$ cat src/rtl/nx_alu_seq_pkg.sv
// -----------------------------------------------------------------------------
// nx_alu_seq_pkg
// Shared types and helpers for the chunk-serial add/subtract controller.
//   state_t     : controller FSM states (IDLE, RUN, DONE)
//   nch()       : number of chunks for a given WIDTH/CHUNK
//   cnt_w()     : width of a counter that indexes nch() chunks (at least 1)
//   rr_grant()  : round-robin one-hot grant over the first nreq bits of a
//                 MAX_NREQ-wide valid vector, search starting at ptr
// -----------------------------------------------------------------------------
package nx_alu_seq_pkg;

  typedef enum logic [1:0] {
    IDLE = 2'd0,
    RUN  = 2'd1,
    DONE = 2'd2
  } state_t;

  // Upper bound on requesters handled by rr_grant(); also the width of its
  // valid/grant vectors. MAX_IDW indexes any bit of such a vector.
  localparam int MAX_NREQ = 32;
  localparam int MAX_IDW  = 5;

  function automatic int nch(input int width, input int chunk);
    return width / chunk;
  endfunction

  function automatic int cnt_w(input int n);
    return (n > 1) ? $clog2(n) : 1;
  endfunction

  // Counter width for the default 32-bit / 4-bit configuration.
  localparam int CNT_W_DEFAULT = cnt_w(nch(32, 4));

  // Returns a one-hot vector selecting the first valid requester found when
  // scanning ptr, ptr+1, ... wrapping modulo nreq. All zero if none valid.
  function automatic logic [MAX_NREQ-1:0] rr_grant(
    input logic [MAX_NREQ-1:0] valid,
    input int unsigned         nreq,
    input int unsigned         ptr
  );
    logic [MAX_NREQ-1:0] grant;
    logic                found;
    int unsigned         idx;
    grant = '0;
    found = 1'b0;
    for (int unsigned i = 0; i < MAX_NREQ; i++) begin
      if ((i < nreq) && !found) begin
        // ptr < nreq, so a single conditional subtract implements the wrap.
        idx = ptr + i;
        if (idx >= nreq) idx = idx - nreq;
        if (valid[MAX_IDW'(idx)]) begin
          grant[MAX_IDW'(idx)] = 1'b1;
          found                = 1'b1;
        end
      end
    end
    return grant;
  endfunction

endpackage

$ cat src/rtl/nx_alu_chunk.sv
// -----------------------------------------------------------------------------
// nx_alu_chunk
// Combinational CHUNK-bit adder slice: {co, s} = a + b + ci. Kept as a single
// plain addition so synthesis maps it onto CHUNK/4 NX_CY carry cells.
//   a, b   in  CHUNK  addends
//   ci     in  1      carry in
//   s      out CHUNK  sum
//   co     out 1      carry out of the top bit
//   c_msb  out 1      carry into the top bit (for signed overflow detection)
// -----------------------------------------------------------------------------
module nx_alu_chunk
  import nx_alu_seq_pkg::*;
#(
  parameter int CHUNK = 4
) (
  input  logic [CHUNK-1:0] a,
  input  logic [CHUNK-1:0] b,
  input  logic             ci,
  output logic [CHUNK-1:0] s,
  output logic             co,
  output logic             c_msb
);

  assign {co, s} = {1'b0, a} + {1'b0, b} + (CHUNK+1)'(ci);

  // Sum bit = a ^ b ^ carry_in, so the carry into the MSB falls out directly.
  assign c_msb = a[CHUNK-1] ^ b[CHUNK-1] ^ s[CHUNK-1];

endmodule

$ cat src/rtl/nx_alu_seq_ctrl.sv
// -----------------------------------------------------------------------------
// nx_alu_seq_ctrl
// Shares one CHUNK-bit adder slice between NREQ requesters and performs a
// WIDTH-bit add or subtract serially, CHUNK bits per cycle, LSB chunk first.
// Optional feature macro: NX_ALU_SEQ_OVF_EN adds the rsp_ovf output.
//   clk        in   1           clock, rising edge
//   rst        in   1           synchronous active-high reset
//   req_valid  in   NREQ        per-requester request
//   req_ready  out  NREQ        one-hot accept (IDLE only)
//   req_a      in   NREQ*WIDTH  operand A, requester i at [i*WIDTH +: WIDTH]
//   req_b      in   NREQ*WIDTH  operand B, same packing
//   req_sub    in   NREQ        1 = A-B, 0 = A+B
//   rsp_valid  out  1           result valid (held until rsp_ready)
//   rsp_ready  in   1           result consumed
//   rsp_y      out  WIDTH       result
//   rsp_co     out  1           carry out of MSB (subtract: 1 = no borrow)
//   rsp_id     out  IDW         owner of the result
//   rsp_ovf    out  1           signed overflow (NX_ALU_SEQ_OVF_EN only)
// -----------------------------------------------------------------------------
module nx_alu_seq_ctrl
  import nx_alu_seq_pkg::*;
#(
  parameter  int WIDTH = 32,
  parameter  int CHUNK = 4,
  parameter  int NREQ  = 2,
  localparam int IDW   = $clog2(NREQ)
) (
  input  logic                  clk,
  input  logic                  rst,
  input  logic [NREQ-1:0]       req_valid,
  output logic [NREQ-1:0]       req_ready,
  input  logic [NREQ*WIDTH-1:0] req_a,
  input  logic [NREQ*WIDTH-1:0] req_b,
  input  logic [NREQ-1:0]       req_sub,
  output logic                  rsp_valid,
  input  logic                  rsp_ready,
  output logic [WIDTH-1:0]      rsp_y,
  output logic                  rsp_co,
  output logic [IDW-1:0]        rsp_id
`ifdef NX_ALU_SEQ_OVF_EN
  ,
  output logic                  rsp_ovf
`endif
);

  localparam int NCH   = nch(WIDTH, CHUNK);
  localparam int CNT_W = cnt_w(NCH);

  // Elaboration-time parameter checks.
  if (CHUNK < 4 || (CHUNK % 4) != 0) begin : g_chk_chunk
    $error("nx_alu_seq_ctrl: CHUNK (%0d) must be a positive multiple of 4", CHUNK);
  end
  if ((WIDTH % CHUNK) != 0) begin : g_chk_width
    $error("nx_alu_seq_ctrl: WIDTH (%0d) must be a multiple of CHUNK (%0d)", WIDTH, CHUNK);
  end
  if (NREQ < 2 || NREQ > MAX_NREQ) begin : g_chk_nreq
    $error("nx_alu_seq_ctrl: NREQ (%0d) must be in 2..%0d", NREQ, MAX_NREQ);
  end

  state_t            state;
  logic [IDW-1:0]    rr;
  logic [CNT_W-1:0]  cnt;
  logic              carry;
  logic [WIDTH-1:0]  a_q;
  logic [WIDTH-1:0]  b_q;   // already inverted for subtract

  // ---------------------------------------------------------------------------
  // Round-robin arbitration
  // ---------------------------------------------------------------------------
  logic [MAX_NREQ-1:0] valid_ext;
  logic [MAX_NREQ-1:0] grant_ext;
  logic [NREQ-1:0]     grant;
  logic [IDW-1:0]      gidx;
  logic                unused_grant_hi;

  // NOTE: every variable written in always_comb gets a default at the top,
  // so no path can leave it unassigned and infer a latch.
  always_comb begin
    valid_ext              = '0;
    valid_ext[NREQ-1:0]    = req_valid;
    grant_ext              = rr_grant(valid_ext, NREQ, 32'(rr));
    grant                  = grant_ext[NREQ-1:0];
    gidx                   = '0;
    for (int i = 0; i < NREQ; i++) begin
      if (grant[i]) gidx = IDW'(i);
    end
  end

  // Bits above NREQ are always zero; fold them away explicitly.
  assign unused_grant_hi = ^grant_ext;

  assign req_ready = (state == IDLE) ? grant : '0;

  // ---------------------------------------------------------------------------
  // Shared adder slice
  // ---------------------------------------------------------------------------
  logic [CHUNK-1:0] a_k;
  logic [CHUNK-1:0] b_k;
  logic [CHUNK-1:0] s_k;
  logic             c_out;
  logic             c_msb;
  logic             last_chunk;

  assign a_k        = a_q[cnt*CHUNK +: CHUNK];
  assign b_k        = b_q[cnt*CHUNK +: CHUNK];
  assign last_chunk = (cnt == CNT_W'(NCH-1));

  nx_alu_chunk #(
    .CHUNK (CHUNK)
  ) u_chunk (
    .a     (a_k),
    .b     (b_k),
    .ci    (carry),
    .s     (s_k),
    .co    (c_out),
    .c_msb (c_msb)
  );

`ifndef NX_ALU_SEQ_OVF_EN
  logic unused_c_msb;
  assign unused_c_msb = c_msb;
`endif

  // ---------------------------------------------------------------------------
  // Controller FSM and datapath registers
  // ---------------------------------------------------------------------------
  // NOTE: sequential state uses non-blocking assignments so every register
  // samples pre-edge values, independent of statement order.
  always_ff @(posedge clk) begin
    if (rst) begin
      // NOTE: a_q/b_q are pure datapath and are always loaded before use, so
      // they are deliberately left out of reset.
      state     <= IDLE;
      rr        <= '0;
      cnt       <= '0;
      carry     <= 1'b0;
      rsp_valid <= 1'b0;
      rsp_y     <= '0;
      rsp_co    <= 1'b0;
      rsp_id    <= '0;
`ifdef NX_ALU_SEQ_OVF_EN
      rsp_ovf   <= 1'b0;
`endif
    end else begin
      case (state)
        IDLE: begin
          if (|grant) begin
            a_q    <= req_a[gidx*WIDTH +: WIDTH];
            b_q    <= req_b[gidx*WIDTH +: WIDTH] ^ {WIDTH{req_sub[gidx]}};
            // Subtract = A + ~B + 1: the +1 enters as the first carry-in.
            carry  <= req_sub[gidx];
            rsp_id <= gidx;
            rr     <= (gidx == IDW'(NREQ-1)) ? '0 : gidx + 1'b1;
            cnt    <= '0;
            state  <= RUN;
          end
        end

        RUN: begin
          rsp_y[cnt*CHUNK +: CHUNK] <= s_k;
          carry                     <= c_out;
          if (last_chunk) begin
            rsp_co    <= c_out;
`ifdef NX_ALU_SEQ_OVF_EN
            rsp_ovf   <= c_msb ^ c_out;
`endif
            rsp_valid <= 1'b1;
            cnt       <= '0;
            state     <= DONE;
          end else begin
            cnt <= cnt + 1'b1;
          end
        end

        DONE: begin
          // Return to IDLE only; arbitration resumes the following cycle.
          if (rsp_ready) begin
            rsp_valid <= 1'b0;
            state     <= IDLE;
          end
        end

        default: state <= IDLE;
      endcase
    end
  end

endmodule

$ cat config.mk
export PLATFORM = sky130hd
export DESIGN_NAME = nx_alu_seq_ctrl
export DESIGN_NICKNAME = d
export VERILOG_FILES = /design/src/rtl/nx_alu_seq_pkg.sv /design/src/rtl/nx_alu_chunk.sv /design/src/rtl/nx_alu_seq_ctrl.sv
export SDC_FILE = /design/constraint.sdc
export NUM_CORES = 1
export LEC_CHECK = 0
export BUFFER_PORTS_ARGS = -buffer_cell sky130_fd_sc_hd__buf_4
export CAP_MARGIN = 5
export CORE_AREA = 2 2 107 109
export CTS_CLUSTER_DIAMETER = 50
export DETAILED_ROUTE_END_ITERATION = 8
export DIE_AREA = 0 0 109 111
export PLACE_DENSITY_LB_ADDON = 0.08
export RECOVER_POWER = 25
export SLEW_MARGIN = 30
export SYNTH_ARGS = -nofsm -noshare
export SYNTH_HDL_FRONTEND = slang
export SYNTH_SLANG_ARGS = --single-unit
$ cat constraint.sdc
create_clock -name clk -period 6.2 [get_ports clk]
set_input_delay 1.24 -clock clk [delete_from_list [all_inputs] [get_ports clk]]
set_output_delay 1.24 -clock clk [all_outputs]
set_load 0.1 [all_outputs]
==> summary.txt <==
STA
  – Clock period minus final worst setup slack: between 3 and 4 ns
  – Max Freq: around 0.27 GHz
  – Period utilisation layout: 60.8%
  – Final setup fails: 0
  – Unrepaired setup endpoints after global routing: no
  – Final worst setup slack: between 2 and 2.5 ns
  – Slew Limit Fails: 46
  – Slew headroom: -28.4%
  – Worst-Margin Slew: ~1.9 ns
  – Fin. Hold Viols: 0
  – Max Clock Skew: between 0.01 and 0.015 ns
  – TNS Setup: 0 ns

Worst setup path
  – Worst path max stage delay: 0.34 ns
  – Setup crit end kind: output port
  – Delay-heaviest family, CP: simple AND/OR/NAND/NOR gates
  – WP data required: about 5.0 ns
  – Crit-path max FO: 67
  – Startpoint type of the worst setup path: input pin
  – Crit-path cells: clkbuf_1 -> nand2b_1 -> nand2_8 -> nor3_1 -> buf_4
  – Crit Path Category: in2out
  – Crit path DAT: between 2 and 3 ns
  – Slowest cell on the critical path: nand2_8
  – CP bufs+invs: 2

Logic synthesis
  – Post-synthesis compound-gate area fraction: 5.00%
  – Syn Std Cell Area: approximately 5600 um^2
  – Cells after Synth: between 400 and 500
  – Top cells by instance count after synthesis: edfxtp_1 (64), nand2_1 (46), mux2i_1 (45)
  – Avg Inst Size Synth: about 13 um^2
  – Synth Area in Simple Gates: roughly 13%
  – Post-synthesis xor/xnor area fraction: under 10%
  – Area contributors post-synth: edfxtp_1 (34%), dfxtp_1 (15%), mux2i_1 (8.1%), mux2_2 (6.5%), mux4_2 (6.5%)
  – Synth Warn #: 0
  – Post-synth EDFFs: 64
  – Syn nets: 590
  – FFs w/ async S/R, synth: 0%
  – Count leader, synth: edfxtp_1
  – Synth Area in Adders: 2.96%
  – Seq cells post-synth: ~110
  – Ys flop type: edfxtp_1
  – Seq/Total Area, Yosys: between 40% and 50%
  – Yosys cell types: 54
  – Synth area leader: edfxtp_1
  – Synth top area share: about 34%
  – Mux cell area share after synthesis: 21.4%
  – Largest family of logic cells by synthesized area: multiplexers

Cells and area
  – Area Growth Syn to Fin: 26.4%
  – Layout net count: around 750
  – Register area: about 2800 um^2
  – Fin area: roughly 7000 um^2
  – # diodes: 0
  – Layout cells sized above 1: a little over a third
  – Multi-input gate area: 2650 um^2
  – Fill cell count: 903

Global route
  – Total gr overflow: 0
  – Total track usage: between 10% and 20%
  – Largest net degree at the start of global routing: 68
  – Antenna violations before repair: 0
  – Vias in the first global route: roughly 4000
  – Global-route wire length before repair: between 15000 and 20000 um

Placed design
  – DPL Wire Length: roughly 8400 um
  – I/O Buffers: 171
  – Placement-stage cell area: 6910 um^2
  – Setup WS pre-CTS: about 2.3 ns
  – Routability cong.: about 0.8

Min path
  – Tightest Hold Check Type: reg2reg

CTS
  – Root Driver: clkbuf_16
  – Sink Count: about 110
  – CTS Buf Count: 9
  – Post-cts sizing count: 0
  – CTS tree: yes
  – Clk slew on worst S/H paths: roughly 0.070 ns
  – Clk buf depth: 2
  – Hold-fix buffers at CTS: 0
  – Worst-skew pair later-pin latency: between 0.3 and 0.4 ns
  – H-tree depth: 3
  – Post-CTS Setup Bufs: 0

Detailed routing
  – Drt pass-1 iters: 4
  – 1st-iter DRT viols: 201
  – Total Wirelength: between 10000 and 15000 um
  – Vias/cell: 5.19
  – DRC viols: 0
  – Post-DRT Antenna Nets: 0
  – Via count: between 3000 and 4000
  – Routed WL per cell: approximately 15 um

Die
  – Die X: around 110 um
  – Core area: 11100 um^2
  – Die area: 12100 um^2
  – Chip Height: between 100 and 150 um
  – Io pins: ~170
  – Initial core utilization: approximately half
  – Row count: 39

Outcome
  – Failing checks: max-capacitance violations, max-slew violations
  – Status: finished with violations

Power
  – Pwr Density: ~230 nW/um^2
  – Pleak: 0.00280 uW
  – Max VDD drop: 0.138 mV

Job
  – Max-cap violations: 1
==> through the flow <==
step                      std cells  util (%)  hold slack (ns)  power [uW]
after global routing            749      63.6            0.490        1720
after CTS                       749      64.8            0.458        1670
final                           749      63.6            0.456        1650
after floorplan                 443         -            0.463        1040
after detailed placement        734      62.4            0.448        1150
after global placement          734      62.4            0.446        1140
==> cell usage in the layout, fill, tap and decap left out, types with 3 or more instances in the layout <==
cell type,count
a21oi_1,20
clkbuf_16,9
dfxtp_1,41
mux4_2,16
xor2_1,32
nand2b_1,5
inv_1,5
edfxtp_1,64
ha_1,10
nor2_1,29
mux2_2,32
nand2_1,46
clkbuf_1,38
nor3_1,6
nor4b_4,5
or3b_1,3
inv_6,3
nand3b_1,5
o31ai_1,6
nand3_1,9
buf_4,137
mux2i_1,45
==> final cells by class <==
| type | instances | share of cell area (%) |
|---|---|---|
| Tap cell | 143 | 2.54 |
| Sequential cell | 106 | 39.2 |
| Clock inverter | 5 | 0.550 |
| Multi-Input combinational cell | 305 | 37.6 |
| Inverter | 6 | 0.319 |
| Timing Repair Buffer | 174 | 16.6 |
| Clock buffer | 10 | 3.25 |
==> path summary, 6_finish.rpt <==
check | depth (start not counted) | startpoint | endpoint | slack (ns)
hold / removal | 2 | rsp_y[5] | rsp_y[5] | 0.46
setup reg to reg | 9 | cnt[0] | rsp_y[26] | 2.60
hold reg to reg | 2 | rsp_y[5] | rsp_y[5] | 0.46
setup / recovery | 5 | req_valid[0] | req_ready[1] | 2.43
==> layer usage <==
| metal | up-vias | GRT usage, % | part of all wire (%) |
|---|---|---|---|
| li1 | 1928 | - | - |
| met2 | 130 | 35.0 | 53 |
| met1 | 1811 | 24.2 | 40 |
| met3 | 18 | 4.06 | 5.6 |
| met4 | 0 | 6.32 | 2.0 |
| met5 | - | 0 | 0 |
==> cells by family (layout without fill, tap and decap cells) <==
| family | Yosys count | in the layout |
|---|---|---|
| simple gates | 124 | 124 |
| flops | 106 | 106 |
| fa+ha+maj | 12 | 12 |
| xor+xnor | 33 | 33 |
| buf+inv | 32 | 195 |
| compound gates | 42 | 42 |
| mux | 94 | 94 |
==> registers in the layout (all words and copies together) (netlist names) <==
| signal | cells |
|---|---|
| rr | 1 |
| b_q | 32 |
| state | 2 |
| carry | 1 |
| rsp_valid | 1 |
| a_q | 32 |
| rsp_y | 32 |
| rsp_id | 1 |
| rsp_co | 1 |
| cnt | 3 |
==> worst min-delay path: cells and delay by family (launching register included) <==
family	cells	cell delay, ns
DFF	1	0.31
and+or+nand+nor	1	0.05
AOI/OAI and AO/OA	1	0.05
==> where the power goes <==
part / switching [uW] / leakage (uW) / internal, uW
logic: 163 / 0.00173 / 152
registers: 16.3 / 0.000937 / 794
clock network: 251 / 0.000126 / 274
(Power assumes the default switching activity.)
